## src/rtl/sdram_arb_pkg.sv

```systemverilog
// Shared definitions for the SDRAM arbiter: FSM state encoding and default sizes.
package sdram_arb_pkg;

  localparam int DEF_NUM_PORTS = 3;
  localparam int DEF_ADDR_W    = 24;
  localparam int DEF_DATA_W    = 32;
  localparam int MAX_PORTS     = 8;

  typedef logic [1:0] state_t;

  localparam state_t ST_IDLE   = 2'd0;
  localparam state_t ST_ACTIVE = 2'd1;
  localparam state_t ST_DONE   = 2'd2;
  localparam state_t ST_SETTLE = 2'd3;

endpackage

```

## src/rtl/sdram_arb_pick.sv

```systemverilog
// Combinational winner picker. The search starts at ptr+1 and wraps modulo N;
// the first requesting port wins. Fixed priority (port 0 highest) is obtained
// by holding ptr at N-1, which the top level does when SDRAM_ARB_RR_EN is
// undefined; with SDRAM_ARB_RR_EN defined ptr is the last granted port.
module sdram_arb_pick
  import sdram_arb_pkg::*;
#(
  parameter int N     = DEF_NUM_PORTS,
  parameter int IDX_W = (N > 1) ? $clog2(N) : 1
) (
  input  logic [N-1:0]     req,
  input  logic [IDX_W-1:0] ptr,
  output logic [N-1:0]     win,
  output logic [IDX_W-1:0] win_idx
);

  // Rotating priority scan: first requester at or after ptr+1 wins.
  always_comb begin
    logic [IDX_W-1:0] cand;
    logic             found;
    win     = '0;
    win_idx = '0;
    found   = 1'b0;
    cand    = '0;
    for (int k = 0; k < N; k++) begin
      cand = IDX_W'((int'(ptr) + 1 + k) % N);
      if (!found && req[cand]) begin
        win[cand] = 1'b1;
        win_idx   = cand;
        found     = 1'b1;
      end
    end
  end

endmodule

```

## src/rtl/sdram_arbiter.sv

```systemverilog
// Shares one SDRAM controller among NUM_PORTS requesters. Holds the granted
// command stable while the controller works (including refresh stalls), waits
// for the rising edge of ctrl_q_ready, pulses ack for one cycle and then waits
// for the controller to go fully idle before the next grant.
// Optional feature macro: SDRAM_ARB_RR_EN selects round-robin arbitration
// (default build: fixed priority, port 0 highest, no pointer register).
module sdram_arbiter
  import sdram_arb_pkg::*;
#(
  parameter int NUM_PORTS = DEF_NUM_PORTS,
  parameter int ADDR_W    = DEF_ADDR_W,
  parameter int DATA_W    = DEF_DATA_W
) (
  input  logic                        clk,
  input  logic                        reset,
  input  logic [NUM_PORTS-1:0]        req,
  input  logic [NUM_PORTS-1:0]        req_we,
  input  logic [NUM_PORTS*ADDR_W-1:0] req_addr,
  input  logic [NUM_PORTS*DATA_W-1:0] req_d,
  output logic [NUM_PORTS-1:0]        ack,
  output logic [DATA_W-1:0]           q,
  output logic [NUM_PORTS-1:0]        grant,
  output logic                        ctrl_start,
  output logic                        ctrl_we,
  output logic [ADDR_W-1:0]           ctrl_addr,
  output logic [DATA_W-1:0]           ctrl_d,
  input  logic                        ctrl_busy,
  input  logic [DATA_W-1:0]           ctrl_q,
  input  logic                        ctrl_q_ready,
  input  logic                        ctrl_init_done
);

  localparam int IDX_W = (NUM_PORTS > 1) ? $clog2(NUM_PORTS) : 1;

  state_t                 state_q, state_d;
  logic [NUM_PORTS-1:0]   grant_q;
  logic                   we_q;
  logic [ADDR_W-1:0]      addr_q;
  logic [DATA_W-1:0]      wdata_q;
  logic [DATA_W-1:0]      rdata_q;
  logic                   q_ready_dly_q;  // registered copy of ctrl_q_ready for edge detection

  logic [NUM_PORTS-1:0]   win;
  logic [IDX_W-1:0]       win_idx;
  logic [IDX_W-1:0]       ptr;
  logic                   issue;
  logic                   q_ready_rise;
  logic                   settle_exit;

  logic [ADDR_W-1:0]      addr_arr [NUM_PORTS];
  logic [DATA_W-1:0]      data_arr [NUM_PORTS];

  // Unpack the flattened per-port buses.
  for (genvar gi = 0; gi < NUM_PORTS; gi++) begin : g_unpack
    assign addr_arr[gi] = req_addr[gi*ADDR_W +: ADDR_W];
    assign data_arr[gi] = req_d[gi*DATA_W +: DATA_W];
  end

  assign issue        = (state_q == ST_IDLE) && ctrl_init_done && (|req);
  assign q_ready_rise = ctrl_q_ready && !q_ready_dly_q;
  assign settle_exit  = (state_q == ST_SETTLE) && !ctrl_busy && !ctrl_q_ready;

`ifdef SDRAM_ARB_RR_EN
  logic [IDX_W-1:0] rr_ptr_q;

  // Round-robin pointer: remembers the last granted port.
  always_ff @(posedge clk or posedge reset) begin
    if (reset) begin
      rr_ptr_q <= IDX_W'(NUM_PORTS - 1);
    end else if (issue) begin
      rr_ptr_q <= win_idx;
    end
  end

  assign ptr = rr_ptr_q;
`else
  // Constant start point makes the rotating scan a fixed-priority search.
  assign ptr = IDX_W'(NUM_PORTS - 1);
`endif

  sdram_arb_pick #(
    .N     (NUM_PORTS),
    .IDX_W (IDX_W)
  ) u_pick (
    .req     (req),
    .ptr     (ptr),
    .win     (win),
    .win_idx (win_idx)
  );

  // FSM state register.
  always_ff @(posedge clk or posedge reset) begin
    if (reset) begin
      state_q <= ST_IDLE;
    end else begin
      state_q <= state_d;
    end
  end

  // FSM next-state logic.
  always_comb begin
    state_d = state_q;
    case (state_q)
      ST_IDLE:   if (issue)        state_d = ST_ACTIVE;
      ST_ACTIVE: if (q_ready_rise) state_d = ST_DONE;
      ST_DONE:                     state_d = ST_SETTLE;
      ST_SETTLE: if (settle_exit)  state_d = ST_IDLE;
      default:                     state_d = ST_IDLE;
    endcase
  end

  // Command, grant and read-data registers; the command is frozen outside IDLE.
  always_ff @(posedge clk or posedge reset) begin
    if (reset) begin
      grant_q       <= '0;
      we_q          <= 1'b0;
      addr_q        <= '0;
      wdata_q       <= '0;
      rdata_q       <= '0;
      q_ready_dly_q <= 1'b0;
    end else begin
      q_ready_dly_q <= ctrl_q_ready;
      case (state_q)
        ST_IDLE: begin
          if (issue) begin
            grant_q <= win;
            we_q    <= req_we[win_idx];
            addr_q  <= addr_arr[win_idx];
            wdata_q <= data_arr[win_idx];
          end else begin
            grant_q <= '0;
            we_q    <= 1'b0;
            addr_q  <= '0;
            wdata_q <= '0;
          end
        end
        ST_ACTIVE: begin
          if (q_ready_rise && !we_q) begin
            rdata_q <= ctrl_q;
          end
        end
        ST_SETTLE: begin
          if (settle_exit) begin
            grant_q <= '0;
          end
        end
        default: ;
      endcase
    end
  end

  // FSM outputs: start while ACTIVE, one-cycle ack to the owner in DONE.
  always_comb begin
    ctrl_start = (state_q == ST_ACTIVE);
    ack        = (state_q == ST_DONE) ? grant_q : '0;
  end

  assign grant     = grant_q;
  assign ctrl_we   = we_q;
  assign ctrl_addr = addr_q;
  assign ctrl_d    = wdata_q;
  assign q         = rdata_q;

endmodule
```

## config.mk

```make
export PLATFORM = sky130hd
export DESIGN_NAME = sdram_arbiter
export DESIGN_NICKNAME = d
export VERILOG_FILES = /design/src/rtl/sdram_arb_pkg.sv /design/src/rtl/sdram_arb_pick.sv /design/src/rtl/sdram_arbiter.sv
export SDC_FILE = /design/constraint.sdc
export NUM_CORES = 1
export LEC_CHECK = 0
export ABC_CLOCK_PERIOD_IN_PS = 8880
export CORE_MARGIN = 3
export CORE_UTILIZATION = 41
export DETAILED_ROUTE_END_ITERATION = 16
export PLACE_DENSITY_LB_ADDON = 0.15
export SLEW_MARGIN = 20
export SYNTH_ARGS = -nofsm -noshare
export SYNTH_HDL_FRONTEND = slang
export SYNTH_SLANG_ARGS = --single-unit
```

## constraint.sdc

```tcl
create_clock -name clk -period 8.88 [get_ports clk]
set_clock_uncertainty 0.2 [all_clocks]
set_input_delay 0.888 -clock clk [delete_from_list [all_inputs] [get_ports clk]]
set_output_delay 0.888 -clock clk [all_outputs]
set_load 0.1 [all_outputs]
```

==> impl_metrics.py, run 1 <==
metrics = {
    "layout": {
        "fill_cells": 922,
        "nets": 981,
        "final_layout_size_suffix_gt1_share_pct": 7.53,
        "multiInputGateArea_um2": 2540,
        "seqCellArea_um2": 2380,
        "stdcell_count": 939,
        "fin_area_um2": 8540,
        "area_growth_pct": 65.1,
    },
    "clock_tree": {
        "cts_hold_buf": 0,
        "ctsLongestPathBuffers": 2,
        "h-tree-depth": 3,
        "cts_root_buf": "clkbuf_16",
        "post_cts_buffers": 0,
        "cts_sinks": 95,
        "cts_tree": "built",
        "clkLatencyLatePin_ns": 0.34,
        "path_clk_slew_ns": 0.07,
        "cts_buffers": 9,
        "cts_resized": 0,
    },
    "worst_setup_path": {
        "arrival_ns": 2.37,
        "cp.required_ns": 7.79,
        "cpMaxStageDelayCell": "clkdlybuf4s50_1",
        "crit_type": "reg -> out",
        "startpoint_type": "flip-flop",
        "critPathMaxStageDelay_ns": 1.12,
        "cp_cell_sequence": "inv_1, ha_1, and2_1, clkdlybuf4s50_1",
        "cp_max_fo": 4,
        "setup.worst_path.end_class": "output port",
    },
    "grt": {
        "grt_pass1_wl_mm": 28.3,
        "grt-ovfl-total": 0,
        "grt_pass1_vias": 5149,
        "track_usage_pct": 25.4,
        "antenna_found_initial": 1,
        "grt_max_degree": 70,
    },
    "synthesis": {
        "yosys_warnings": 0,
        "synthTopCellsByArea": "dfrtp_1, o2bb2ai_1, or3b_1, mux2_2, nand2b_1",
        "synth_area_leader_cell": "dfrtp_1",
        "syn_inst": 494,
        "synth_seq_area_share_pct": 46.0,
        "synthFlopType": "dfrtp_1",
        "yosys.area.top_type_share_pct": 46.0,
        "synth_edf_count": 0,
        "netlist_area_um2": 5170,
        "synth_area_per_cell_um2": 10.5,
        "synthArstFlopShare_pct": 100,
        "synth_most_common_cell": "dfrtp_1",
        "synth-seq-cells": 95,
        "synthTopCellsByCount": "dfrtp_1, a21oi_1, o2bb2ai_1, or3b_1, o21ai_0",
        "synth_nets": 709,
        "synth_cell_type_count": 32,
    },
    "sta": {
        "fmax_mhz": 289,
        "rsz0062_at_grt": "false",
        "slew_viol_final": 0,
        "worstMarginPinSlew_ns": 1.06,
        "fin_crit_ns": 3.45,
        "slew_headroom_pct": 29.1,
        "fin_crit_sh_pct": 38.9,
        "setup_tns_ns": 0,
        "finalHoldViolCount": 0,
        "setup_viol": 0,
    },
    "detailed_routing": {
        "vias": 5007,
        "antenna_left": 0,
        "drt_iter0_markers": 300,
        "viasPerCell": 5.33,
        "first_pass_iters": 4,
        "drc": 0,
        "wl_per_cell_um": 19.7,
        "totalWireLength_mm": 18.5,
    },
    "die": {
        "die_area_um2": 14000,
        "die_height_um": 118,
        "ios": 307,
        "rows": 40,
        "initial_core_util_pct": 42.5,
        "coreArea_um2": 12200,
        "die_w_um": 118,
    },
    "placed_design": {
        "place_inst": 923,
        "place_congestion": 0.847,
        "port_buffers": 306,
        "placement.cell_area_um2": 8220,
        "dp_hpwl_mm": 13.3,
    },
    "power_and_ir_drop": {
        "vdd_drop_max_uv": 351,
        "finalPower_uw": 3660,
        "powerDensity_nw_per_um2": 429,
        "p_leak_uw": 0.00328,
    },
    "worst_hold_path": {
        "hp-class": "reg -> reg",
    },
    "outcome": {
        "run_status": "finished, final reports clean",
    },
    "job": {
        "maxCapViolations": 0,
    },
}
==> kinds of logic after synthesis <==
logic type,count (synthesis),share of synthesized area [%]
fa+ha+maj,4,0.968
compound gates,184,22.8
flops,95,46.0
simple gates,125,18.1
mux,33,7.16
buf+inv,53,5.03
==> path summary, 6_finish.rpt <==
check | from | endpoint | slack (ns) | cells past startpoint
worst min register to register | ctrl_d[6]$_DFFE_PP0N_ | ctrl_d[6]$_DFFE_PP0N_ | 0.29 | 1
worst min-delay path | ctrl_d[6]$_DFFE_PP0N_ | ctrl_d[6]$_DFFE_PP0N_ | 0.29 | 1
max in group asynchronous | reset | ctrl_addr[10]$_DFFE_PP0N_ | 6.60 | 3
worst max register to register | state_q[0]$_DFFE_PP0P_ | state_q[0]$_DFFE_PP0P_ | 6.33 | 5
min in group asynchronous | reset | q[6]$_DFFE_PP0P_ | 0.70 | 2
worst max-delay path | state_q[0]$_DFFE_PP0P_ | ack[0] | 5.43 | 4
==> where the power goes <==
part / leakage [µW] / switching (µW) / internal (µW)
Combinational: 0.00193 / 1870 / 611
Clock: 0.000145 / 162 / 246
Sequential: 0.00121 / 127 / 641
Total: 0.00328 / 2160 / 1500
==> stage by stage <==
stage	worst slack, ns	hold slack (ns)	util [%]
3_5_place_dp	5.26	0.276	67.6
6_report	5.43	0.289	70.2
2_1_floorplan	5.31	0.357	-
4_1_cts	5.40	0.291	70.1
5_1_grt	5.34	0.298	70.2
3_3_place_gp	5.35	0.269	67.6
==> routing by layer <==
| metal | part of all wire [%] | GRT usage, % | vias to the layer above |
|---|---|---|---|
| met5 | 0 | 0 | - |
| met4 | 2.8 | 9.82 | 0 |
| met3 | 8.6 | 7.27 | 31 |
| met2 | 49 | 43.2 | 228 |
| met1 | 40 | 30.3 | 2399 |
| li1 | - | - | 2349 |
==> sequential cells by signal (all words and copies together), names as in the netlist <==
register,count
grant,3
q,32
ctrl_addr,24
state_q,2
q_ready_dly_q,1
ctrl_we,1
ctrl_d,32
==> layout make-up <==
| class | count | share of cell area (%) |
|---|---|---|
| repair buffers | 309 | 36.0 |
| multi-input cells | 346 | 29.8 |
| flip-flops and latches | 95 | 27.8 |
| clock buffers | 10 | 2.68 |
| well taps | 168 | 2.46 |
| clock inverters | 5 | 0.982 |
| inverters | 5 | 0.264 |
| diodes | 1 | 0.0293 |
==> critical path, delay by kind of cell (launching register included) <==
kind / cells / cell delay (ns)
buffers and inverters: 2 / 1.23
DFF: 1 / 0.41
adders and majority gates: 1 / 0.24
and+or+nand+nor: 1 / 0.15
==> placed cells by master (no fill, tap or decap), types with 4 or more instances in the layout <==
cell type / n
o2bb2ai_1: 57
o21ai_0: 53
a21oi_1: 57
buf_4: 4
ha_1: 4
or2b_1: 8
o21ai_1: 5
dfrtp_1: 95
or3b_1: 57
mux2_2: 32
clkdlybuf4s50_1: 303
clkbuf_16: 9
nand2b_1: 49
Note: power is estimated with default switching activity, not from simulation.
==> run 2: changes to the inputs <==
--- a/config.mk
+++ b/config.mk
@@ -5,9 +5,9 @@
 export SDC_FILE = /design/constraint.sdc
 export NUM_CORES = 1
 export LEC_CHECK = 0
-export ABC_CLOCK_PERIOD_IN_PS = 8880
+export ABC_CLOCK_PERIOD_IN_PS = 3380
 export CORE_MARGIN = 3
-export CORE_UTILIZATION = 41
+export CORE_UTILIZATION = 38
 export DETAILED_ROUTE_END_ITERATION = 16
 export PLACE_DENSITY_LB_ADDON = 0.15
 export SLEW_MARGIN = 20
==> constraint.sdc (replaced) <==
create_clock -name clk -period 3.38 [get_ports clk]
set_clock_uncertainty 0.2 [all_clocks]
set_input_delay 0.338 -clock clk [delete_from_list [all_inputs] [get_ports clk]]
set_output_delay 0.338 -clock clk [all_outputs]
set_load 0.1 [all_outputs]
==> impl_metrics.py, run 2 (same netlist as run 1, synthesis figures left out) <==
metrics = {
    "layout": {
        "seqCellArea_um2": 2380,
        "fin_area_um2": 8550,
        "final_layout_size_suffix_gt1_share_pct": 9.79,
        "nets": 986,
        "layout_commonest_cell": "clkdlybuf4s50_1",
        "antennaDiodeCount": 0,
        "final_cell_mix": "clkdlybuf4s50_1, dfrtp_1, or3b_1, a21oi_1, o2bb2ai_1",
        "multiInputGateArea_um2": 2530,
        "fill_cells": 1021,
        "area_growth_pct": 65.4,
    },
    "sta": {
        "setup_viol": 0,
        "fin_crit_sh_pct": 72.1,
        "fin_crit_ns": 2.44,
        "finalHoldViolCount": 0,
        "slew_viol_final": 0,
        "setup_tns_ns": 0,
        "rsz0062_at_grt": "false",
        "fmax_mhz": 410,
        "slew_headroom_pct": 31.0,
        "worstMarginPinSlew_ns": 1.03,
    },
    "clock_tree": {
        "cts_resized": 0,
        "clkLatencyLatePin_ns": 0.33,
        "cts_hold_buf": 0,
        "path_clk_slew_ns": 0.07,
        "cts_buffers": 9,
        "cts_sinks": 95,
        "ctsLongestPathBuffers": 2,
        "h-tree-depth": 3,
        "cts_tree": "built",
        "cts_root_buf": "clkbuf_16",
        "post_cts_buffers": 0,
    },
    "placed_design": {
        "port_buffers": 306,
        "placement.cell_area_um2": 8250,
        "dp_hpwl_mm": 14.1,
        "place_congestion": 0.806,
    },
    "die": {
        "die_height_um": 123,
        "initial_core_util_pct": 39.8,
        "rows": 41,
        "ios": 307,
        "coreArea_um2": 13000,
        "die_area_um2": 15000,
        "die_w_um": 123,
    },
    "worst_setup_path": {
        "setup.worst_path.end": "ctrl_addr[7]$_DFFE_PP0N_",
        "startpoint_type": "flip-flop",
        "rr_endpoint": "ctrl_addr[7]$_DFFE_PP0N_",
        "crit-reg2reg-launch": "state_q[1]$_DFFE_PP0P_",
        "setup.worst_path.end_class": "flip-flop",
        "crit_type": "reg -> reg",
        "cp_max_fo": 33,
        "cp.required_ns": 3.44,
        "critPathLaunch": "state_q[1]$_DFFE_PP0P_",
        "reg2reg_depth": 6,
        "arrival_ns": 2.49,
        "reg2reg_slack_ns": 0.94,
    },
    "detailed_routing": {
        "first_pass_iters": 5,
        "drc": 0,
        "totalWireLength_mm": 19.0,
        "vias": 5136,
        "viasPerCell": 5.42,
        "wl_per_cell_um": 20.1,
        "drt_iter0_markers": 315,
        "antenna_left": 0,
    },
    "grt": {
        "track_usage_pct": 24.9,
        "grt_max_degree": 57,
        "antenna_found_initial": 0,
        "grt_pass1_wl_mm": 29.3,
        "grt-ovfl-total": 0,
        "grt_pass1_vias": 5457,
    },
    "power_and_ir_drop": {
        "powerDensity_nw_per_um2": 1120,
        "p_leak_uw": 0.00333,
        "vdd_drop_max_uv": 791,
    },
    "job": {
        "maxCapViolations": 0,
    },
    "outcome": {
        "run_status": "finished, final reports clean",
    },
    "worst_hold_path": {
        "hp-class": "in -> async",
    },
}
## run 2: cell count changes in the layout (fill, tap and decap cells not counted), sizes merged
cell / before / now
buf: 6 / 23
bufinv: 2 / 1
clkdlybuf4s50: 303 / 291
clkinv: 2 / 1
clkinvlp: 2 / 3
diode: 1 / 0
inv: 4 / 6
## run 2: routing by layer
metal	GRT usage [%]	routed length, µm	up-vias
met2	43.9	9720	235
li1	-	-	2359
met5	0	0	-
met1	29.7	7370	2518
met4	7.28	357	0
met3	6.77	1580	24
## run 2: final cells by class
class,count,share of cell area (%)
Multi-Input combinational cell,346,29.6
Tap cell,172,2.52
Clock buffer,10,2.68
Inverter,5,0.249
Sequential cell,95,27.8
Timing Repair Buffer,314,36.3
Clock inverter,6,0.819
## run 2: worst min path at each step
stage,start,endpoint
CTS,reset,ctrl_addr[0]$_DFFE_PP0N_
floorplan,ctrl_q_ready,q_ready_dly_q$_DFF_PP0_
global route,reset,ctrl_addr[3]$_DFFE_PP0N_
global placement,ctrl_d[20]$_DFFE_PP0N_,ctrl_d[20]$_DFFE_PP0N_
detailed placement,ctrl_addr[21]$_DFFE_PP0N_,ctrl_addr[21]$_DFFE_PP0N_
finish,reset,ctrl_addr[0]$_DFFE_PP0N_
## run 2: critical path, stage by stage, from the launching register on
cell and delay [ns]:
dfrtp_1 0.42, inv_1 0.13, ha_1 0.26, o311a_2 0.64, buf_4 0.37, o21ai_0 0.15, o2bb2ai_1 0.16
## run 2: metrics by stage
stage	worst slack [ns]	total power [µW]	cells	util, %	hold slack [ns]
2_1_floorplan	0.365	6860	494	-	0.169
3_3_place_gp	0.959	8490	932	63.6	0.269
3_5_place_dp	0.883	8590	932	63.6	0.276
4_1_cts	0.930	9640	948	65.9	0.215
5_1_grt	0.750	9910	948	65.9	0.250
6_report	0.943	9580	948	65.9	0.199
## run 2: power by group
part           switching (µW)  leakage [µW]  total (µW)  internal, µW
Sequential                339       0.00121        2020          1680
Clock                     457      0.000135        1040           578
Combinational            4930       0.00198        6520          1600
==> run 3: changes to the inputs <==
--- a/config.mk
+++ b/config.mk
@@ -5,9 +5,9 @@
 export SDC_FILE = /design/constraint.sdc
 export NUM_CORES = 1
 export LEC_CHECK = 0
-export ABC_CLOCK_PERIOD_IN_PS = 3380
+export ABC_CLOCK_PERIOD_IN_PS = 2200
 export CORE_MARGIN = 3
-export CORE_UTILIZATION = 38
+export CORE_UTILIZATION = 35
 export DETAILED_ROUTE_END_ITERATION = 16
 export PLACE_DENSITY_LB_ADDON = 0.15
 export SLEW_MARGIN = 20
==> constraint.sdc (replaced) <==
create_clock -name clk -period 2.2 [get_ports clk]
set_clock_uncertainty 0.2 [all_clocks]
set_input_delay 0.22 -clock clk [delete_from_list [all_inputs] [get_ports clk]]
set_output_delay 0.22 -clock clk [all_outputs]
set_load 0.1 [all_outputs]
==> impl_metrics.py, run 3 (same netlist as run 1, synthesis figures left out) <==
metrics = {
    "outcome": {
        "run_status": "finished, final reports clean",
    },
    "power_and_ir_drop": {
        "combPwrFrac_pct": 67.1,
        "pwr-share-seq_pct": 21.1,
        "power_frac_clock_pct": 11.8,
        "switching_power_uw": 8810,
        "powerDensity_nw_per_um2": 1720,
        "swShare_pct": 59.8,
        "intPower_uw": 5930,
        "p_leak_uw": 0.00354,
        "vdd_drop_max_uv": 1380,
    },
    "worst_setup_path": {
        "rr_endpoint": "state_q[0]$_DFFE_PP0P_",
        "crit-reg2reg-launch": "state_q[0]$_DFFE_PP0P_",
        "startpoint_type": "flip-flop",
        "critPathLaunch": "state_q[0]$_DFFE_PP0P_",
        "arrival_ns": 2.03,
        "reg2reg_slack_ns": 0.20,
        "cp_max_fo": 5,
        "cp.required_ns": 2.23,
        "crit_type": "reg -> reg",
        "reg2reg_depth": 4,
        "setup.worst_path.end_class": "flip-flop",
    },
    "die": {
        "initial_core_util_pct": 36.5,
        "rows": 43,
        "die_area_um2": 16300,
        "ios": 307,
        "coreArea_um2": 14100,
        "die_height_um": 128,
        "die_w_um": 128,
    },
    "detailed_routing": {
        "drt_iter0_markers": 250,
        "vias": 5070,
        "first_pass_iters": 4,
        "viasPerCell": 5.26,
        "drc": 0,
        "totalWireLength_mm": 18.7,
        "wl_per_cell_um": 19.4,
        "antenna_left": 0,
    },
    "clock_tree": {
        "cts_buffers": 9,
        "cts_tree": "built",
        "ctsLongestPathBuffers": 2,
        "cts_root_buf": "clkbuf_16",
        "post_cts_buffers": 0,
        "path_clk_slew_ns": 0.07,
        "cts_hold_buf": 0,
        "cts_resized": 0,
        "h-tree-depth": 3,
        "clkLatencyLatePin_ns": 0.34,
        "cts_sinks": 95,
    },
    "worst_hold_path": {
        "min_path_cells": 3,
        "hold_path_startpoint": "req[0]",
        "hp-class": "in -> reg",
        "min_to": "ctrl_addr[17]$_DFFE_PP0N_",
    },
    "sta": {
        "fmax_mhz": 501,
        "finalHoldViolCount": 0,
        "fin_crit_sh_pct": 90.7,
        "fin_crit_ns": 2.00,
        "setup_viol": 0,
        "slew_headroom_pct": 64.7,
        "slew_viol_final": 0,
        "whs_ns": 0.0776,
        "setup_tns_ns": 0,
        "worstMarginPinSlew_ns": 0.530,
        "rsz0062_at_grt": "false",
    },
    "grt": {
        "track_usage_pct": 22.5,
        "grt_max_degree": 61,
        "grt_pass1_wl_mm": 29.0,
        "grt-ovfl-total": 0,
        "grt_pass1_vias": 5219,
        "antenna_found_initial": 0,
    },
    "placed_design": {
        "place_congestion": 0.887,
        "dp_hpwl_mm": 13.7,
        "port_buffers": 306,
        "placement.cell_area_um2": 8230,
    },
    "layout": {
        "antennaDiodeCount": 0,
        "fill_cells": 1185,
        "fin_area_um2": 8570,
        "area_growth_pct": 65.7,
        "final_cell_mix": "clkdlybuf4s50_1, buf_4, dfrtp_1",
        "nets": 994,
        "final_layout_size_suffix_gt1_share_pct": 21.7,
        "layout_commonest_cell": "clkdlybuf4s50_1",
    },
    "job": {
        "maxCapViolations": 0,
    },
}
## run 3: changes by cell type in the layout (fill, tap and decap cells not counted), moves of 2 or more
cell,previous run,this run
buf_12,2,10
clkinvlp_4,3,1
buf_4,19,103
clkdlybuf4s50_1,291,207
## run 3: per-stage QoR
step | setup slack (ns) | util, % | instances | power [µW]
after floorplan | 0.00291 | - | 494 | 10600
after global placement | 0.220 | 58.1 | 948 | 13000
after detailed placement | 0.116 | 58.1 | 948 | 13100
after CTS | 0.109 | 60.5 | 964 | 14800
after global routing | 0.0518 | 60.6 | 964 | 15300
final | 0.204 | 60.6 | 964 | 14700
## run 3: power groups by stage
| stage | sequential [µW] | combinational [µW] | clock, µW |
|---|---|---|---|
| final | 3110 | 9890 | 1730 |
| after global routing | 3210 | 10200 | 1850 |
| after floorplan | 8970 | 1600 | 0 |
| after global placement | 3100 | 9850 | 0 |
| after CTS | 3110 | 9950 | 1780 |
| after detailed placement | 3120 | 9940 | 0 |
## run 3: worst max path at each step
stage | slack (ns) | end | depth (start not counted)
floorplan | 0.003 | ack[0] | 1
global placement | 0.22 | state_q[0]$_DFFE_PP0P_ | 4
detailed placement | 0.12 | ctrl_addr[0]$_DFFE_PP0N_ | 6
CTS | 0.11 | ctrl_addr[17]$_DFFE_PP0N_ | 6
global route | 0.05 | ctrl_addr[0]$_DFFE_PP0N_ | 6
finish | 0.20 | state_q[0]$_DFFE_PP0P_ | 4
## run 3: cell type report
cell class | instances | area [µm²] | share of cell area [%]
tap | 180 | 225 | 2.63
clock buffer | 10 | 239 | 2.79
clock inverter | 6 | 91.3 | 1.07
inverter | 5 | 22.5 | 0.263
sequential | 95 | 2380 | 27.7
multi-input combinational | 346 | 2560 | 29.8
timing repair buffer | 322 | 3060 | 35.7
## run 3: worst max-delay path, cell delays in order, from the launching register on
cell and delay (ns):
dfrtp_1 0.44, ha_1 0.30, or3b_2 0.50, o21a_1 0.15
o311a_1 0.29
## run 3: per-layer routing
| layer | up-vias | routed length (µm) | track usage [%] |
|---|---|---|---|
| li1 | 2383 | - | - |
| met1 | 2443 | 7580 | 28.2 |
| met2 | 220 | 9440 | 38.3 |
| met3 | 24 | 1290 | 5.56 |
| met4 | 0 | 384 | 7.00 |
| met5 | - | 0 | 0 |
==> patch 1: new RTL, flow settings as in run 2 <==
`DEF_DATA_W`: 32 -> 16.
--- a/src/rtl/sdram_arb_pkg.sv
+++ b/src/rtl/sdram_arb_pkg.sv
@@ -3,7 +3,7 @@
 
   localparam int DEF_NUM_PORTS = 3;
   localparam int DEF_ADDR_W    = 24;
-  localparam int DEF_DATA_W    = 32;
+  localparam int DEF_DATA_W    = 16;
   localparam int MAX_PORTS     = 8;
 
   typedef logic [1:0] state_t;
Interface: changed (resized ctrl_d, ctrl_q, q and req_d); port bits go from 307 to 211. No check against the original RTL was run, so the function may have changed too.
==> patch 1 against run 2 <==
Critical endpoint is now ctrl_addr[16]. Clock power decreased by 43%. Largest cell class unchanged. Core utilization about the same. Register-to-register slack improved by 90 ps. Final area decreased by 31%. Setup slack got worse by 1.6 ps. Area after synthesis decreased by 31%. Total power decreased by 35%. Sequential cell count decreased by 32. Critical path type is now reg2out. Wire length decreased by 36%. Hold slack got worse by 92 ps. Global-route usage decreased by 2.4 points.
==> patch 1: results (changes against run 2) <==
worst_setup_path:
  slowest_delay_ps: 1160  # +520 ps
  r2r_end: "ctrl_d[8]$_DFFE_PP0N_"
  slowest_stage: "clkdlybuf4s50_1"
  crit_path_start: "ctrl_addr[16]$_DFFE_PP0N_"
  critPathArrivalTime_ps: 1900  # -590 ps
  path_delay_family: "buffers and inverters"
  r2r_cells: 6  # unchanged
  cp_max_fo: 2  # -94%
  endpoint: "ctrl_addr[16]"
sta:
  worst_slack_ps: 942  # -1.63 ps
place:
  dp_hpwl_um: 9050  # -36%
  place_ws_ps: 844  # -39.5 ps
  io_buffer_count: 210  # -31%
  gp_congestion: 0.825  # +2.3%
grt:
  grt_first_pass_wirelength_um: 18300  # -37%
  grt_usage_pct: 22.5  # -2.4 points
  grt_pass1_vias: 3613  # -34%
  grt_max_degree: 48  # -16%
yosys:
  synth_commonest_cells: "dfrtp_1 (63), o21ai_0 (42), a21oi_1 (41), nand2b_1 (41), o2bb2ai_1 (41)"
  netlist_top_cells_area: "dfrtp_1 (44%), o2bb2ai_1 (10%), or3b_1 (9.8%)"
  seq_area_frac_synth_pct: 44.3  # -1.7 points
  post_synth_num_cell_types: 31  # -3.1%
route:
  via_per_inst: 5.40  # -0.24%
  drtIter0Drc: 105  # -67%
  routed_wirelength_um: 12200  # -36%
cts:
  cts-root-buf: "clkbuf_8"
cells_and_area:
  fill_cells: 737  # -28%
  final_nets: 701  # -29%
  layout-drive-gt1-share_pct: 9.60  # -0.19 points
outcome:
  status: "complete, no violations"
pwr:
  p_leak_nw: 2.29  # -31%
  peakVddDrop_v: 0.000971  # +23%
patch 1: changes by cell type after synthesis, moves of 8 or more:
cell,delta
or2b_1,-8
clkbuf_1,-12
dfrtp_1,-32
or3b_1,-17
o2bb2ai_1,-16
o21ai_0,-11
mux2_2,-16
nand2b_1,-8
a21oi_1,-16
patch 1: kinds of logic after synthesis:
logic type | Yosys count | synth area share, %
AOI/OAI and AO/OA | 136 | 24.7
buffers and inverters | 38 | 5.09
muxes | 17 | 5.34
and+or+nand+nor | 93 | 19.2
adders and majority gates | 4 | 1.41
DFF | 63 | 44.3
patch 1: routing by layer:
layer	part of all wire (%)	vias to the layer above	GRT usage [%]	wire length [µm]
met3	8.6	12	6.43	1060
met5	0	-	0	0
met1	40	1718	26.4	4830
li1	-	1685	-	-
met4	1.5	0	7.57	180
met2	50	152	39.6	6150
patch 1: final cells by class:
type | count | area (µm²) | area share [%]
sequential | 63 | 1580 | 26.9
clock inverter | 1 | 5.00 | 0.0854
multi-input combinational | 250 | 1800 | 30.8
timing repair buffer | 221 | 2160 | 36.8
clock buffer | 12 | 165 | 2.82
tap | 108 | 135 | 2.30
inverter | 5 | 18.8 | 0.320
patch 1: where the power goes:
group / leakage [nW] / internal (mW) / switching (mW)
registers: 0.804 / 1.11 / 0.224
logic: 1.40 / 1.09 / 3.24
clock network: 0.0902 / 0.313 / 0.280
total: 2.29 / 2.52 / 3.74
patch 1: through the flow:
step	hold slack (ps)	area [µm²]	std cells
after floorplan	169	3560	351
after global placement	269	5690	647
after detailed placement	275	5690	647
after CTS	111	5860	660
after global routing	115	5860	660
final	107	5860	660
patch 1: how the worst min path moves through the flow:
stage / start / to
floorplan: ctrl_q_ready / q_ready_dly_q$_DFF_PP0_
global placement: ctrl_addr[4]$_DFFE_PP0N_ / ctrl_addr[4]$_DFFE_PP0N_
detailed placement: ctrl_addr[23]$_DFFE_PP0N_ / ctrl_addr[23]$_DFFE_PP0N_
CTS: reset / q[14]$_DFFE_PP0P_
global route: reset / q[0]$_DFFE_PP0P_
finish: reset / ctrl_d[5]$_DFFE_PP0N_
==> patch 2: new RTL, config.mk and constraints of run 2 <==
Made on the original files. The option `SDRAM_ARB_RR_EN` is turned on by a define.
--- a/src/rtl/sdram_arbiter.sv
+++ b/src/rtl/sdram_arbiter.sv
@@ -4,6 +4,8 @@
 // for the controller to go fully idle before the next grant.
 // Optional feature macro: SDRAM_ARB_RR_EN selects round-robin arbitration
 // (default build: fixed priority, port 0 highest, no pointer register).
+`define SDRAM_ARB_RR_EN
+
 module sdram_arbiter
   import sdram_arb_pkg::*;
 #(
Function: changed (Yosys sat finds a counterexample within 10 cycles, from zero or initial values and one cycle with reset high).
==> patch 2 against run 2 <==
Fmax shrank 24%. Sequential cell count up 2. Total power increased by 3.4%. Final area grew 3.6%. Wire length fell by 3.6%. Area after synthesis increased by 3.0%. Global-route usage fell by 1.6 points. Synthesized cell count is 4.3% lower. Setup slack got worse by 780 ps.
==> patch 2: results (changes against run 2) <==
yosys:
  post_synth_num_cell_types: 41  # +28%
  synth_fa_ha_area_share_pct: 2.11  # +1.1 points
  ys.warnings.count: 0  # unchanged
  synth-xor-area-share_pct: 0  # unchanged
  synth-compound-area-share_pct: 16.8  # -6.0 points
  synth_nets: 693  # -2.3%
  seq_area_frac_synth_pct: 45.6  # -0.37 points
  muxShareOfSynthArea_pct: 19.0  # +12 points
  synth_commonest_cells: "dfrtp_1 (96), inv_1 (64), mux2i_1 (61), nand3_1 (56), mux2_2 (33)"
  netlist_top_cells_area: "dfrtp_1 (45%), mux2i_1 (11%), o221ai_2 (8.2%)"
  async_flop_share_pct: 100  # unchanged
  synth_top_flop_cell: "dfrtp_1"
worst_setup_path:
  cp_max_fo: 26  # -21%
  slowest_stage: "o22ai_4"
  crit_type: "reg2reg"
  r2r-start: "ptr[1]$_DFFE_PP1P_"
  r2r_end: "ctrl_addr[15]$_DFFE_PP0N_"
  critPathArrivalTime_ps: 3280  # +790 ps
  slowest_delay_ps: 650
  r2r_cells: 8  # +2
pwr:
  peakVddDrop_v: 0.000458  # -42%
  p_leak_nw: 3.73  # +12%
sta:
  tightest_slew_ps: 1030  # -4.18 ps
  clock.fmax_ghz: 0.311  # -24%
cells_and_area:
  fill_cells: 1092  # +7.0%
  final_nets: 986  # unchanged
  layout-drive-gt1-share_pct: 14.9  # +5.1 points
  regArea_um2: 2430  # +2.2%
grt:
  grt_usage_pct: 23.3  # -1.6 points
  grt_pass1_vias: 5200  # -4.7%
  grt_max_degree: 60  # +5.3%
  antenna_found_initial: 1  # +1
  grt-ovfl-total: 0  # unchanged
  grt_first_pass_wirelength_um: 28500  # -2.5%
min_path:
  hp-class: "in2async"
route:
  vias: 4992  # -2.8%
  first_pass_iters: 4  # -1
  drtIter0Drc: 309  # -1.9%
  wl_per_cell_um: 19.3  # -3.6%
place:
  io_buffer_count: 306  # unchanged
  gp_congestion: 0.939  # +16%
  dp_hpwl_um: 13900  # -1.3%
  placed_area_um2: 8540  # +3.4%
  place_ws_ps: 103  # -780 ps
cts:
  cts-root-buf: "clkbuf_16"
  clk_path_buf_depth: 2  # unchanged
  cts-buffers-inserted: 9  # unchanged
  worstSkewPairLatency_ps: 340
  cts_resized: 0  # unchanged
  htreeDepth: 3  # unchanged
  cts.clk_slew.worst_paths_ps: 70  # about the same
outcome:
  status: "complete, no violations"
==> patch 2: cell types whose count changed after synthesis, sizes merged, moves of 46 or more <==
| cell | change |
|---|---|
| o21ai | -47 |
| or3b | -58 |
| mux2i | +60 |
| a21oi | -51 |
| nand2b | -46 |
| o221ai | +56 |
| nand3 | +56 |
| inv | +59 |
| o2bb2ai | -57 |
==> patch 2: final cells by class <==
class	instances	share of cell area (%)
clock inverter	7	0.974
sequential	97	27.4
tap	176	2.48
clock buffer	9	2.54
antenna	1	0.0282
multi-input combinational	276	28.1
timing repair buffer	318	35.7
inverter	64	2.74
==> patch 2: per-stage QoR <==
stage	power [mW]	instances	hold slack, ps
finish	9.91	948	200
global route	10.4	948	249
detailed placement	8.84	930	295
CTS	9.94	946	214
global placement	8.72	930	287
floorplan	7.15	473	169
==> patch 2: power breakdown <==
group	total (mW)	switching, mW	internal, mW
logic	6.98	4.95	2.03
registers	1.85	0.239	1.61
clock network	1.08	0.490	0.591
==> patch 2: critical path: cells and delay by family (launching register included) <==
kind | cells | cell delay, ps
muxes | 2 | 610
and+or+nand+nor | 1 | 120
adders and majority gates | 1 | 310
buffers and inverters | 1 | 260
DFF | 1 | 560
AOI/OAI and AO/OA | 3 | 1070
==> patch 2: timing repair <==
action                                 CTS  global route
hold buffers                             0             0
endpoints found under the hold margin    0             0
buffers inserted                         0             0
setup endpoints to repair                0            26
==> patch 2: logic make-up after synthesis <==
kind of cell,Yosys count
buffers and inverters,101
muxes,96
and+or+nand+nor,83
adders and majority gates,9
AOI/OAI and AO/OA,87
DFF,97
==> patch 2: per-layer routing <==
layer  vias to the layer above  share of wire, %  GRT usage [%]
met5                         -                 0              0
met4                         0               2.7           8.77
met3                        30               7.7           6.65
met2                       237                52           41.3
met1                      2410                38           26.4
li1                       2315                 -              -
